$ cat src/rtl/mem_wb_bridge.sv
// +----------------------------------------------------------------------------+
// | mem_wb_bridge: decoupled request/response to Wishbone classic master       |
// | Rev 1.0                                                                    |
// +----------------------------------------------------------------------------+
`default_nettype none

module mem_wb_bridge #(
  parameter int ADDR_W   = 32,
  parameter int DATA_W   = 32,   // four byte lanes; only 32 is meaningful
  parameter int TIMEOUT  = 255,
  parameter int ERRCNT_W = 8
) (
  input  logic                clk,
  input  logic                rst,
  input  logic                req_valid,
  output logic                req_ready,
  input  logic [ADDR_W-1:0]   req_addr,
  input  logic                req_we,
  input  logic [DATA_W-1:0]   req_wdata,
  input  logic [3:0]          req_be,
  output logic                resp_valid,
  input  logic                resp_ready,
  output logic [DATA_W-1:0]   resp_rdata,
  output logic                resp_err,
  output logic                wb_cyc_o,
  output logic                wb_stb_o,
  output logic                wb_we_o,
  output logic [ADDR_W-1:0]   wb_adr_o,
  output logic [DATA_W-1:0]   wb_dat_o,
  output logic [3:0]          wb_sel_o,
  input  logic [DATA_W-1:0]   wb_dat_i,
  input  logic                wb_ack_i,
  input  logic                wb_err_i,
  output logic [ERRCNT_W-1:0] err_cnt
);

  typedef enum logic [1:0] {
    IDLE = 2'd0,
    BUS  = 2'd1,
    RESP = 2'd2
  } state_t;

  // tcnt only needs to reach TIMEOUT-1; with TIMEOUT=0 it wraps harmlessly.
  localparam int TCNT_W = (TIMEOUT > 1) ? $clog2(TIMEOUT) : 1;
  localparam logic [TCNT_W-1:0] TLAST = TCNT_W'((TIMEOUT == 0) ? 0 : TIMEOUT - 1);

  state_t            state;
  state_t            state_nxt;
  logic [TCNT_W-1:0] tcnt;
  logic              timed_out;
  logic              term;
  logic              term_err;

  assign req_ready = (state == IDLE);
  assign timed_out = (TIMEOUT != 0) && (tcnt == TLAST);
  assign term      = (state == BUS) && (wb_err_i || wb_ack_i || timed_out);
  // An ack wins over a simultaneous timeout, but an err wins over both.
  assign term_err  = wb_err_i || !wb_ack_i;

  always_ff @(posedge clk or posedge rst) begin
    if (rst) state <= IDLE;
    else     state <= state_nxt;
  end

  always_comb begin
    state_nxt = state;
    case (state)
      IDLE:    if (req_valid)  state_nxt = BUS;
      BUS:     if (term)       state_nxt = RESP;
      RESP:    if (resp_ready) state_nxt = IDLE;
      default:                 state_nxt = IDLE;
    endcase
  end

  always_ff @(posedge clk or posedge rst) begin
    if (rst) begin
      wb_cyc_o   <= 1'b0;
      wb_stb_o   <= 1'b0;
      wb_we_o    <= 1'b0;
      wb_adr_o   <= '0;
      wb_dat_o   <= '0;
      wb_sel_o   <= 4'h0;
      resp_valid <= 1'b0;
      resp_rdata <= '0;
      resp_err   <= 1'b0;
      err_cnt    <= '0;
      tcnt       <= '0;
    end else begin
      case (state)
        IDLE: begin
          if (req_valid) begin
            wb_cyc_o <= 1'b1;
            wb_stb_o <= 1'b1;
            wb_we_o  <= req_we;
            wb_adr_o <= req_addr & ~ADDR_W'(3);
            wb_dat_o <= req_wdata;
            wb_sel_o <= req_we ? req_be : 4'hF;
            tcnt     <= '0;
          end
        end
        BUS: begin
          if (term) begin
            wb_cyc_o   <= 1'b0;
            wb_stb_o   <= 1'b0;
            resp_valid <= 1'b1;
            resp_err   <= term_err;
            resp_rdata <= (term_err || wb_we_o) ? '0 : wb_dat_i;
            if (term_err && (err_cnt != '1))
              err_cnt <= err_cnt + ERRCNT_W'(1);
          end else begin
            tcnt <= tcnt + TCNT_W'(1);
          end
        end
        RESP: begin
          if (resp_ready) resp_valid <= 1'b0;
        end
        default: ;
      endcase
    end
  end

endmodule

`default_nettype wire

$ cat config.mk
export PLATFORM = sky130hd
export DESIGN_NAME = mem_wb_bridge
export DESIGN_NICKNAME = d
export VERILOG_FILES = /design/src/rtl/mem_wb_bridge.sv
export SDC_FILE = /design/constraint.sdc
export NUM_CORES = 1
export LEC_CHECK = 0
export CORE_UTILIZATION = 40
export DETAILED_ROUTE_END_ITERATION = 10
export PLACE_DENSITY = 0.8
export SYNTH_ARGS = -nofsm -noshare
export SYNTH_HDL_FRONTEND = slang
export SYNTH_SLANG_ARGS = --single-unit
$ cat constraint.sdc
create_clock -name clk -period 4.4 [get_ports clk]
set_clock_uncertainty 0.15 [all_clocks]
set_input_delay 0.66 -clock clk [delete_from_list [all_inputs] [get_ports clk]]
set_output_delay 0.66 -clock clk [all_outputs]
set_load 0.01 [all_outputs]
# Word level (Yosys, flattened, before mapping)
# Cells that the tools add are included.
[word_totals] regBits=120 in_bits=107 out_inout_bits=114 wordCells=53
[classes] add_sub_neg=2 n_eq_ne=8 n_mux=15 n_reduce_logical=17
[ops] operator="32-bit two-way mux" n=1
[ops] operator="8-bit by 1-bit adder with 8-bit output (second input constant)" n=2
[ops] operator="8-bit two-way mux" n=2
[ops] operator="8-bit case mux with 2 select lines" n=1
[ops] operator="3-bit AND reduction" n=5
[ops] operator="8-bit equality test (second input constant)" n=1
[ops] operator="2-bit inequality test (second input constant)" n=4
[ops] operator="8-bit inequality test (second input constant)" n=1
[ops] operator="2-bit two-way mux" n=3
[ops] operator="2-bit case mux with 3 select lines" n=1
[ops] operator="1-bit logical OR" n=4
[ops] operator="1-bit two-way mux" n=4
[ops] operator="4-bit two-way mux" n=1
[ops] operator="1-bit case mux with 2 select lines" n=2
[ops] operator="2-bit AND reduction" n=2
[ops] operator="2-bit nonzero test" n=2
[ops] operator="2-bit by 1-bit equality test with 1-bit output (second input constant)" n=1
[ops] operator="2-bit equality test (second input constant)" n=1
[ops] operator="1-bit logical AND" n=2
[ops] operator="2-bit zero test" n=1
[ops] operator="1-bit zero test" n=1

# Logic depth before layout (Yosys ltp)
# Gate-level depths: netlist of the first run.
[depth] depth_word=5 mapped_depth=8 ltp_nobuf=7

# Worst setup path before layout of the first run
# No wires, ideal clock.
[synth_timing] path_type="reg-to-reg" start="register tcnt[0]" end="register err_cnt[6]" setup_time_ns=0.128 arrival_ns=1.620 required_ns=4.122 path_slack_ns=2.503 path_stages_with_launch=7 path_buffers=0 synth_period_minus_slack_ns=1.897 cell_sequence="dfrtp_1 > inv_1 > ha_1 > nand3_1 > o31a_4 > nor4_4 > mux2_1"
[synth_between] elab_chain_len=4
[synth_rtl] item="start: declaration" line="49" rtl="logic [TCNT_W-1:0] tcnt;"
[synth_rtl] item="start signal: assignment" line="111" rtl="tcnt <= tcnt + TCNT_W'(1);"
[synth_rtl] item="8-bit equality test" line="55" rtl="assign timed_out = (TIMEOUT != 0) && (tcnt == TLAST);"
[synth_rtl] item="1-bit logical OR" line="56" rtl="assign term = (state == BUS) && (wb_err_i || wb_ack_i || timed_out);"
[synth_rtl] item="1-bit logical AND" line="56"
[synth_rtl] item="3-bit AND reduction (no source line)"
[synth_rtl] item="end signal: assignment" line="109" rtl="err_cnt <= err_cnt + ERRCNT_W'(1);"
[synth_rtl] item="end: declaration" line="34" rtl="output logic [ERRCNT_W-1:0] err_cnt"
# Every way passes these cells.
# A chain may end at the register's enable or synchronous reset.

# Final worst setup path of the first run
[layout_timing] start="register state[1]" end="output req_ready"
[layout_between] elab_chain_len=1
[layout_rtl] item="start: declaration" line="47" rtl="state_t state;"
[layout_rtl] item="start signal: assignment" line="62" rtl="else state <= state_nxt;"
[layout_rtl] item="2-bit zero test" line="54" rtl="assign req_ready = (state == IDLE);"
[layout_rtl] item="end: declaration" line="16" rtl="output logic req_ready,"
# Every way passes these cells.

==> out/results.ini, run 1 <==
[status]
status=finished clean

[sta]
drv_slew=0
finalSetupTns_ns=0
hold_viol_final=0
rsz0062_at_grt=false
worst_slew_pin_slew_ns=0.833
fin_crit_ns=2.45
hold_ws_ns=0.319
period_share_pct=55.7
slew_headroom_pct=44.5
setup_viol_count_final=0
fmax_mhz=408
setup_ws_ns=1.95

[yosys]
synth.area.top_cells=dfrtp_1 60%, nand2_1 17%, mux2i_1 6.4%
yosysSeqAreaShare_pct=59.8
avgSynthCellArea_um2=9.53
ys_types=43
ys_async_sr_fraction_pct=100
ys_seq_elements=120
synth_edf_count=0
yosysWarnings=0
yosysTopAreaCellShare_pct=59.8
yosysTopAreaCell=dfrtp_1
synthFlopType=dfrtp_1
synthCells=527
synthesis.area_um2=5020

[hold_path]
min_to=wb_adr_o[27]$_DFFE_PP0P_
hold_depth=2
min_from=wb_adr_o[27]$_DFFE_PP0P_
hp-class=reg2reg

[power_and_ir_drop]
leakage_nw=3.80
intPower_mw=3.65
irDropWorstVdd_mv=0.405
p_comb_share_pct=41.0
share_seq_of_total_power_pct=35.0
p_sw_share_pct=33.1
pwr-share-clk_pct=24.0
power.density_nw_per_um2=689
power_switching_mw=1.80

[drt]
first_pass_iters=4
ant_nets=0
vias=4344
wire_per_inst_um=14.4
drt_iter0_markers=305
drc_errors=0
routed_wl_mm=13.3
vias_per_cell=4.71

[clock_network]
cts_hold_buf=0
cts_sinks=120
cts_tree=yes
ctsRootBufferMaster=clkbuf_16
cts.path.max_buffers=2
cts_setup_buffers=0
cts_made_buffers=17
clk_pin_slew_ns=0.05
cts_resized=0
htree_levels=4
clock_latency_ns=0.40

[global_route]
grtUsageTotal_pct=21.2
grt_pass1_vias=4369
grt_overflow=0
grt_pass1_wl_mm=21.1
antenna_found_initial=0
grt_max_degree=58

[floorplan]
core_um2=12100
rows=40
die-area_um2=13000
io_pins=221
die_w_um=114
dieHeight_um=114
start_util_pct=41.5

[setup_path]
start_kind=register
r2r_slack_ns=2.15
rr_endpoint=wb_dat_o[9]$_DFFE_PP0P_
arrival_ns=1.64
path_delay_family=buffers and inverters
reg2reg_depth=5
max_stage_delay_ns=0.59
crit_chain=nor2_1 > clkdlybuf4s50_1
path_buf_inv=1
cp-startpoint=state[1]$_DFFE_PP0P_
end_kind=output port
timing.rr.start=state[1]$_DFFE_PP0P_
critical_path_peak_fanout=5
slowest_stage=clkdlybuf4s50_1
worstSetupPathType=reg2out
crit_required_ns=3.59

[run]
maxCapViolations=0

[cells_and_area]
final_cells=923
seqCellArea_um2=3000
area_delta_synth_final_pct=57.4
drive_gt1_share_pct=6.36
most-common-layout-cells=227 x nand2_1, 216 x clkdlybuf4s50_1, 120 x dfrtp_1
layout.nets=853
fill_cells=953
final_common_cell=nand2_1
n_antenna_cell=0
multi_input_area_um2=1760

[place]
place_ws_ns=1.67
finalWeightedCongestion=0.845
numPortBuffers=216
dp_hpwl_mm=9.57
placed_cells=892

## per-stage QoR
stage | instance area (um^2) | power, mW | util (%)
CTS | 7910 | 5.51 | 65.3
global route | 7910 | 5.80 | 65.3
detailed placement | 7350 | 4.17 | 60.7
global placement | 7350 | 4.09 | 60.7
finish | 7910 | 5.45 | 65.3
floorplan | 5030 | 2.87 | -
## metal layers
layer / share of wire, % / global-route usage [%] / wire length [um] / vias up
met3: 8.9 / 8.36 / 1180 / 25
li1: - / - / - / 2082
met1: 40 / 24.3 / 5310 / 2058
met4: 2.3 / 10.7 / 301 / 0
met2: 49 / 34.5 / 6470 / 179
met5: 0 / 0 / 0 / -
## worst max-delay path by stage
stage / cells past startpoint / slack, ns / end
floorplan: 1 / 0.40 / err_cnt[0]$_DFFE_PP0P_
global placement: 5 / 1.70 / wb_dat_o[9]$_DFFE_PP0P_
detailed placement: 5 / 1.67 / wb_dat_o[9]$_DFFE_PP0P_
CTS: 2 / 1.92 / req_ready
global route: 2 / 1.88 / req_ready
finish: 2 / 1.95 / req_ready
## worst reg2reg max path, stage by stage, from the launching register on
cell     delay (ns)
dfrtp_1        0.41
nor2_1         0.24
and2_2         0.75
buf_4          0.45
nand2_1        0.11
nand2_1        0.08
## cell families (layout without fill, tap and decap cells)
logic type,after synthesis,in the layout,share of synthesized area (%)
mux,34,34,6.82
other cells,1,2,0.0746
simple gates,265,265,21.7
compound gates,28,28,3.96
flops,120,120,59.8
fa+ha+maj,3,3,0.747
buf+inv,69,296,5.68
xor+xnor,7,7,1.22
## cell usage after synthesis (all sizes together), types with 2 or more instances
master	n
o21ai	8
and2	2
buf	13
nand2b	3
dfrtp	120
mux2	2
xor2	6
ha	3
nor2	9
inv	43
a31oi	6
mux2i	32
o31ai	2
clkbuf	13
a21oi	2
o31a	3
nor3	4
nor4	3
and3	2
nand2	228
nand3	8
nand4	3
## power groups by stage
| stage | Combinational [mW] | Sequential (mW) | Clock (mW) |
|---|---|---|---|
| after floorplan | 0.759 | 2.11 | 0 |
| after global placement | 2.20 | 1.89 | 0 |
| after detailed placement | 2.25 | 1.92 | 0 |
| after CTS | 2.26 | 1.91 | 1.34 |
| after global routing | 2.43 | 1.97 | 1.40 |
| final | 2.23 | 1.91 | 1.31 |
## area by class of cell
type	instances	area share [%]
clock buffer	21	5.82
tap	168	2.66
clock inverter	10	1.30
timing repair buffer	222	27.9
multi-input combinational	339	22.3
sequential	120	38.0
inverter	43	2.07
## flip-flops by register name, summed over array words and instances (netlist names)
signal      cells
state           2
resp_rdata     32
tcnt            8
err_cnt         8
resp_valid      1
resp_err        1
wb_stb_o        1
wb_we_o         1
wb_sel_o        4
wb_dat_o       32
wb_adr_o       30
(Power assumes the default switching activity.)
==> run 2, diff against run 1 <==
--- a/config.mk
+++ b/config.mk
@@ -5,7 +5,7 @@
 export SDC_FILE = /design/constraint.sdc
 export NUM_CORES = 1
 export LEC_CHECK = 0
-export CORE_UTILIZATION = 40
+export CORE_UTILIZATION = 38
 export DETAILED_ROUTE_END_ITERATION = 10
 export PLACE_DENSITY = 0.8
 export SYNTH_ARGS = -nofsm -noshare
==> constraint.sdc (replaced) <==
create_clock -name clk -period 2.1 [get_ports clk]
set_clock_uncertainty 0.15 [all_clocks]
set_input_delay 0.315 -clock clk [delete_from_list [all_inputs] [get_ports clk]]
set_output_delay 0.315 -clock clk [all_outputs]
set_load 0.01 [all_outputs]
==> out/results.ini, run 2 (synthesized netlist as in run 1, its figures left out) <==
[floorplan]
core_um2=12800  ; +5.5%
die-area_um2=13700  ; +5.2%
rows=41  ; +2.5%
start_util_pct=39.3  ; -2.1 points
io_pins=221  ; unchanged
die_w_um=117  ; +2.6%
dieHeight_um=117  ; +2.6%

[drt]
dr_wl_met2_mm=6.42  ; -0.82%
ant_nets=0  ; unchanged
first_pass_iters=4  ; unchanged
wl_met1_mm=5.31  ; about the same
drt_iter0_markers=212  ; -30%
maxUsedRoutingLayer=met4
vias=4324  ; -0.46%
wire_per_inst_um=14.0  ; -2.8%
vias_per_cell=4.62  ; -1.8%
drc_errors=0  ; unchanged
routed_wl_mm=13.1  ; -1.4%
met3_length_mm=1.04  ; -12%

[setup_path]
crit_chain=inv_1 > ha_1 > nand3_2 > o31a_4 > nor4_4 > mux2_1
slowest_stage=dfrtp_1
start_kind=register
end_kind=register
critical_path_peak_fanout=5  ; unchanged
crit_required_ns=2.23  ; -1.36 ns
path_delay_family=flip-flops
worstSetupPathType=reg2reg
max_stage_delay_ns=0.43  ; -0.16 ns
arrival_ns=2.14  ; +0.50 ns
path_buf_inv=1  ; unchanged

[sta]
worst_slew_pin_slew_ns=0.560  ; -0.273 ns
setup_viol_count_final=0  ; unchanged
period_share_pct=95.5
slew_headroom_pct=62.6  ; +18 points
rsz0062_at_grt=false
fmax_mhz=499
hold_ws_ns=0.122  ; -0.197 ns
hold_viol_final=0  ; unchanged
fin_crit_ns=2.01
drv_slew=0  ; unchanged

[place]
finalWeightedCongestion=0.764  ; -9.6%
numPortBuffers=216  ; unchanged
dp_hpwl_mm=9.54  ; -0.39%
placed_cells=905  ; +1.5%

[power_and_ir_drop]
power.density_nw_per_um2=1460  ; +110%
leakage_nw=3.90  ; +2.6%
irDropWorstVdd_mv=0.670  ; +65%

[cells_and_area]
fill_cells=1031  ; +8.2%
final_util_pct=63.7  ; -1.6 points
final_cells=936  ; +1.4%
largestRegisters=resp_rdata x32, wb_dat_o x32, wb_adr_o x30
layout.nets=862  ; +1.1%
final_common_cell=nand2_1
area_delta_synth_final_pct=62.0
n_antenna_cell=0  ; unchanged
drive_gt1_share_pct=7.46  ; +1.1 points
most-common-layout-cells=227 x nand2_1, 215 x clkdlybuf4s50_1, 120 x dfrtp_1

[clock_network]
cts.path.max_buffers=2  ; unchanged
cts_tree=yes
cts_made_buffers=17  ; unchanged
ctsRootBufferMaster=clkbuf_16
cts_hold_buf=0  ; unchanged
clock_latency_ns=0.41  ; about the same
cts_sinks=120  ; unchanged
htree_levels=4  ; unchanged
cts_setup_buffers=0  ; unchanged
clk_pin_slew_ns=0.05  ; about the same

[run]
maxCapViolations=0  ; unchanged

[global_route]
grt_max_degree=52  ; -10%
grt_pass1_wl_mm=20.2  ; -4.2%
antenna_found_initial=0  ; unchanged
grtUsageTotal_pct=19.6  ; -1.6 points
grt_overflow=0  ; unchanged
grt_pass1_vias=4276  ; -2.1%

[hold_path]
hp-class=in2async

[status]
status=finished clean

## run 2: cell types whose count changed in the layout (fill, tap and decap cells not counted)
cell | previous run | this run
buf_12 | 0 | 7
buf_4 | 6 | 8
clkbuf_8 | 2 | 1
inv_4 | 1 | 0
dlygate4sd2_1 | 0 | 1
clkbuf_1 | 2 | 3
nand3_1 | 8 | 7
clkinv_2 | 7 | 5
nand3_2 | 0 | 1
clkdlybuf4s50_1 | 216 | 215
bufinv_16 | 2 | 5
## run 2: stage by stage
step	total power, mW	cell area, um^2	setup WS, ns	TNS [ns]
6_report	11.8	8140	0.0949	0
5_1_grt	12.6	8140	0.0108	0
4_1_cts	12.0	8130	0.0787	0
3_5_place_dp	8.86	7510	-0.00532	-0.00532
3_3_place_gp	8.67	7510	0.0428	0
2_1_floorplan	6.01	5030	0.166	0
## run 2: area by class of cell
| type | instances | area [um^2] | share of cell area [%] |
|---|---|---|---|
| Inverter | 43 | 165 | 2.03 |
| Multi-Input combinational cell | 339 | 1770 | 21.7 |
| Clock inverter | 10 | 175 | 2.15 |
| Tap cell | 172 | 215 | 2.64 |
| Clock buffer | 21 | 450 | 5.54 |
| Sequential cell | 120 | 3000 | 36.9 |
| Timing Repair Buffer | 231 | 2360 | 29.0 |
## run 2: final timing paths
path / startpoint / depth (start not counted) / endpoint / slack, ns
max: tcnt[0]$_DFFE_PP0P_ / 6 / err_cnt[6]$_DFFE_PP0P_ / 0.09
min: rst / 2 / wb_sel_o[2]$_DFFE_PP0P_ / 0.12
max reg2reg: tcnt[0]$_DFFE_PP0P_ / 6 / err_cnt[6]$_DFFE_PP0P_ / 0.09
min reg2reg: wb_adr_o[14]$_DFFE_PP0P_ / 2 / wb_adr_o[14]$_DFFE_PP0P_ / 0.32
max in group asynchronous: rst / 3 / resp_rdata[8]$_DFFE_PP0P_ / 1.13
min in group clk: req_wdata[13] / 3 / wb_dat_o[13]$_DFFE_PP0P_ / 0.28
## run 2: power by group
part	internal [mW]	switching, mW
Sequential	3.35	0.660
Clock	2.12	0.952
Combinational	2.60	2.17
Total	8.06	3.79
## run 2: what timing repair did
| action | CTS | global route |
|---|---|---|
| pin swaps | 0 | 0 |
| hold endpoints to repair | 0 | 0 |
| setup endpoints to repair | 1 | 3 |
| resized for setup | 1 | 1 |
| gates cloned | 0 | 0 |
## run 2: metal layers
metal / global-route usage (%) / vias to the layer above
met5: 0 / -
met3: 6.80 / 25
li1: - / 2091
met2: 33.2 / 180
met4: 10.0 / 0
met1: 21.9 / 2028
==> run 3, diff against run 2 <==
--- a/config.mk
+++ b/config.mk
@@ -5,9 +5,10 @@
 export SDC_FILE = /design/constraint.sdc
 export NUM_CORES = 1
 export LEC_CHECK = 0
-export CORE_UTILIZATION = 38
+export CORE_UTILIZATION = 40
 export DETAILED_ROUTE_END_ITERATION = 10
-export PLACE_DENSITY = 0.8
+export DONT_BUFFER_PORTS = 1
+export PLACE_DENSITY = 0.57
 export SYNTH_ARGS = -nofsm -noshare
 export SYNTH_HDL_FRONTEND = slang
 export SYNTH_SLANG_ARGS = --single-unit
==> constraint.sdc (replaced) <==
create_clock -name clk -period 2.4 [get_ports clk]
set_clock_uncertainty 0.15 [all_clocks]
set_input_delay 0.36 -clock clk [delete_from_list [all_inputs] [get_ports clk]]
set_output_delay 0.36 -clock clk [all_outputs]
set_load 0.01 [all_outputs]
==> out/results.ini, run 3 (synthesized netlist as in run 1, its figures left out) <==
[status]
status=finished clean

[sta]
rsz0062_at_grt=false
worst_slew_pin_slew_ns=0.579  ; +0.0193 ns
drv_slew=0  ; unchanged
setup_viol_count_final=0  ; unchanged
finalSetupTns_ns=0  ; unchanged
fin_crit_ns=2.21  ; +0.203 ns
fmax_mhz=453  ; -9.2%
slew_headroom_pct=61.3  ; -1.3 points
period_share_pct=92.0  ; -3.5 points
hold_viol_final=0  ; unchanged

[hold_path]
min_to=resp_valid$_DFFE_PP0P_
min_from=resp_ready
hold_depth=3
hp-class=in2reg

[setup_path]
critical_path_peak_fanout=70  ; +65
crit_chain=nor2_2 > and2_2 > buf_12 > nor2_1 > a31oi_1 > dlygate4sd3_1
r2r_slack_ns=0.19  ; +0.10 ns
crit_required_ns=2.59  ; +0.36 ns
max_stage_delay_ns=0.55  ; +0.12 ns
timing.rr.start=state[0]$_DFFE_PP0P_
slowest_stage=dlygate4sd3_1
worstSetupPathType=reg2reg
arrival_ns=2.40  ; +0.26 ns
end_kind=register
reg2reg_depth=6  ; unchanged
start_kind=register
rr_endpoint=wb_sel_o[1]$_DFFE_PP0P_

[floorplan]
dieHeight_um=114  ; -2.5%
io_pins=221  ; unchanged
rows=40  ; -2.4%
start_util_pct=41.5  ; +2.1 points
die_w_um=114  ; -2.5%
core_um2=12100  ; -5.2%
die-area_um2=13000  ; -4.9%

[power_and_ir_drop]
pwr-share-clk_pct=29.5  ; +3.6 points
p_sw_share_pct=37.5  ; +5.5 points
power.density_nw_per_um2=1240  ; -15%
p_comb_share_pct=22.0  ; -18 points
leakage_nw=3.42  ; -12%
share_seq_of_total_power_pct=48.5  ; +15 points
intPower_mw=5.32  ; -34%
power_switching_mw=3.18  ; -16%
irDropWorstVdd_mv=0.669  ; about the same

[cells_and_area]
n_antenna_cell=0  ; unchanged
largestRegisters=resp_rdata x32, wb_dat_o x32, wb_adr_o x30
drive_gt1_share_pct=8.24  ; +0.78 points
fill_cells=987  ; -4.3%
final_common_cell=nand2_1
layout.nets=740  ; -14%
area_delta_synth_final_pct=36.2
most-common-layout-cells=227 x nand2_1, 120 x dfrtp_1, 101 x dlygate4sd3_1
final_cells=811  ; -13%

[global_route]
grt_max_degree=87  ; +67%
grtUsageTotal_pct=20.2  ; +0.57 points
grt_pass1_vias=4104  ; -4.0%
grt_overflow=0  ; unchanged
antenna_found_initial=0  ; unchanged
grt_pass1_wl_mm=19.9  ; -1.3%

[place]
finalWeightedCongestion=0.762  ; -0.18%
dp_hpwl_mm=7.81  ; -18%
numPortBuffers=0  ; -100%
placed_cells=678  ; -25%

[clock_network]
htree_levels=4  ; unchanged
cts.path.max_buffers=2  ; unchanged
cts_setup_buffers=0  ; unchanged
cts_tree=yes
cts_made_buffers=17  ; unchanged
ctsRootBufferMaster=clkbuf_16
clock_latency_ns=0.40  ; about the same
cts_sinks=120  ; unchanged
clk_pin_slew_ns=0.05  ; about the same

[drt]
drc_errors=0  ; unchanged
wire_per_inst_um=15.8  ; +13%
vias=3942  ; -8.8%
vias_per_cell=4.86  ; +5.2%
first_pass_iters=6  ; +2
ant_nets=0  ; unchanged
routed_wl_mm=12.8  ; -1.9%
drt_iter0_markers=237  ; +12%

[run]
maxCapViolations=0  ; unchanged

run 3: cell type report:
type	count	area [um^2]	area share (%)
flip-flops and latches	120	3000	43.9
multi-input cells	339	1770	25.8
repair buffers	109	1110	16.2
clock buffers	21	470	6.87
well taps	168	210	3.07
inverters	43	165	2.41
clock inverters	11	121	1.77
run 3: what timing repair did:
item                       CTS  global route
setup endpoints to repair    0             1
hold buffers               101             0
resized for setup            0             1
hold endpoints to repair   120             0
run 3: how the worst max path moves through the flow:
| stage | start | end | slack [ns] | cells past startpoint |
|---|---|---|---|---|
| after detailed placement | tcnt[0]$_DFFE_PP0P_ | err_cnt[6]$_DFFE_PP0P_ | 0.36 | 6 |
| after global placement | tcnt[0]$_DFFE_PP0P_ | err_cnt[6]$_DFFE_PP0P_ | 0.41 | 6 |
| final | state[0]$_DFFE_PP0P_ | wb_sel_o[1]$_DFFE_PP0P_ | 0.19 | 6 |
| after global routing | state[0]$_DFFE_PP0P_ | wb_sel_o[1]$_DFFE_PP0P_ | 0.05 | 6 |
| after floorplan | rst | err_cnt[0]$_DFFE_PP0P_ | 0.42 | 1 |
| after CTS | state[0]$_DFFE_PP0P_ | wb_sel_o[1]$_DFFE_PP0P_ | 0.09 | 6 |
run 3: power by group through the flow:
stage | Combinational [mW] | Clock [mW] | Sequential, mW
after floorplan | 1.39 | 0 | 3.87
after global placement | 1.63 | 0 | 4.10
after detailed placement | 1.73 | 0 | 4.11
after CTS | 1.86 | 2.58 | 4.10
after global routing | 2.15 | 2.66 | 4.23
final | 1.87 | 2.51 | 4.12
run 3: routing by layer:
metal	global-route usage (%)	routed length (um)
met5	0	0
met4	8.74	256
met3	8.95	1200
met2	35.2	6350
met1	21.0	5010
run 3: per-stage QoR:
step / cell area, um^2 / utilization [%] / setup WS [ns] / hold WS (ns) / total power, mW
floorplan: 5030 / - / 0.421 / 0.306 / 5.26
global placement: 5240 / 43.3 / 0.406 / 0.141 / 5.73
detailed placement: 5240 / 43.3 / 0.364 / 0.147 / 5.84
CTS: 6840 / 56.5 / 0.0923 / 0.00598 / 8.54
global route: 6840 / 56.5 / 0.0464 / 0.0407 / 9.04
finish: 6840 / 56.5 / 0.192 / 0.0260 / 8.50
run 3: worst max-delay path: cells and delay by family, from the launching register on:
family          cells  cell delay, ns
simple gates        3            0.57
compound gates      1            0.13
buf+inv             2            0.84
flops               1            0.42
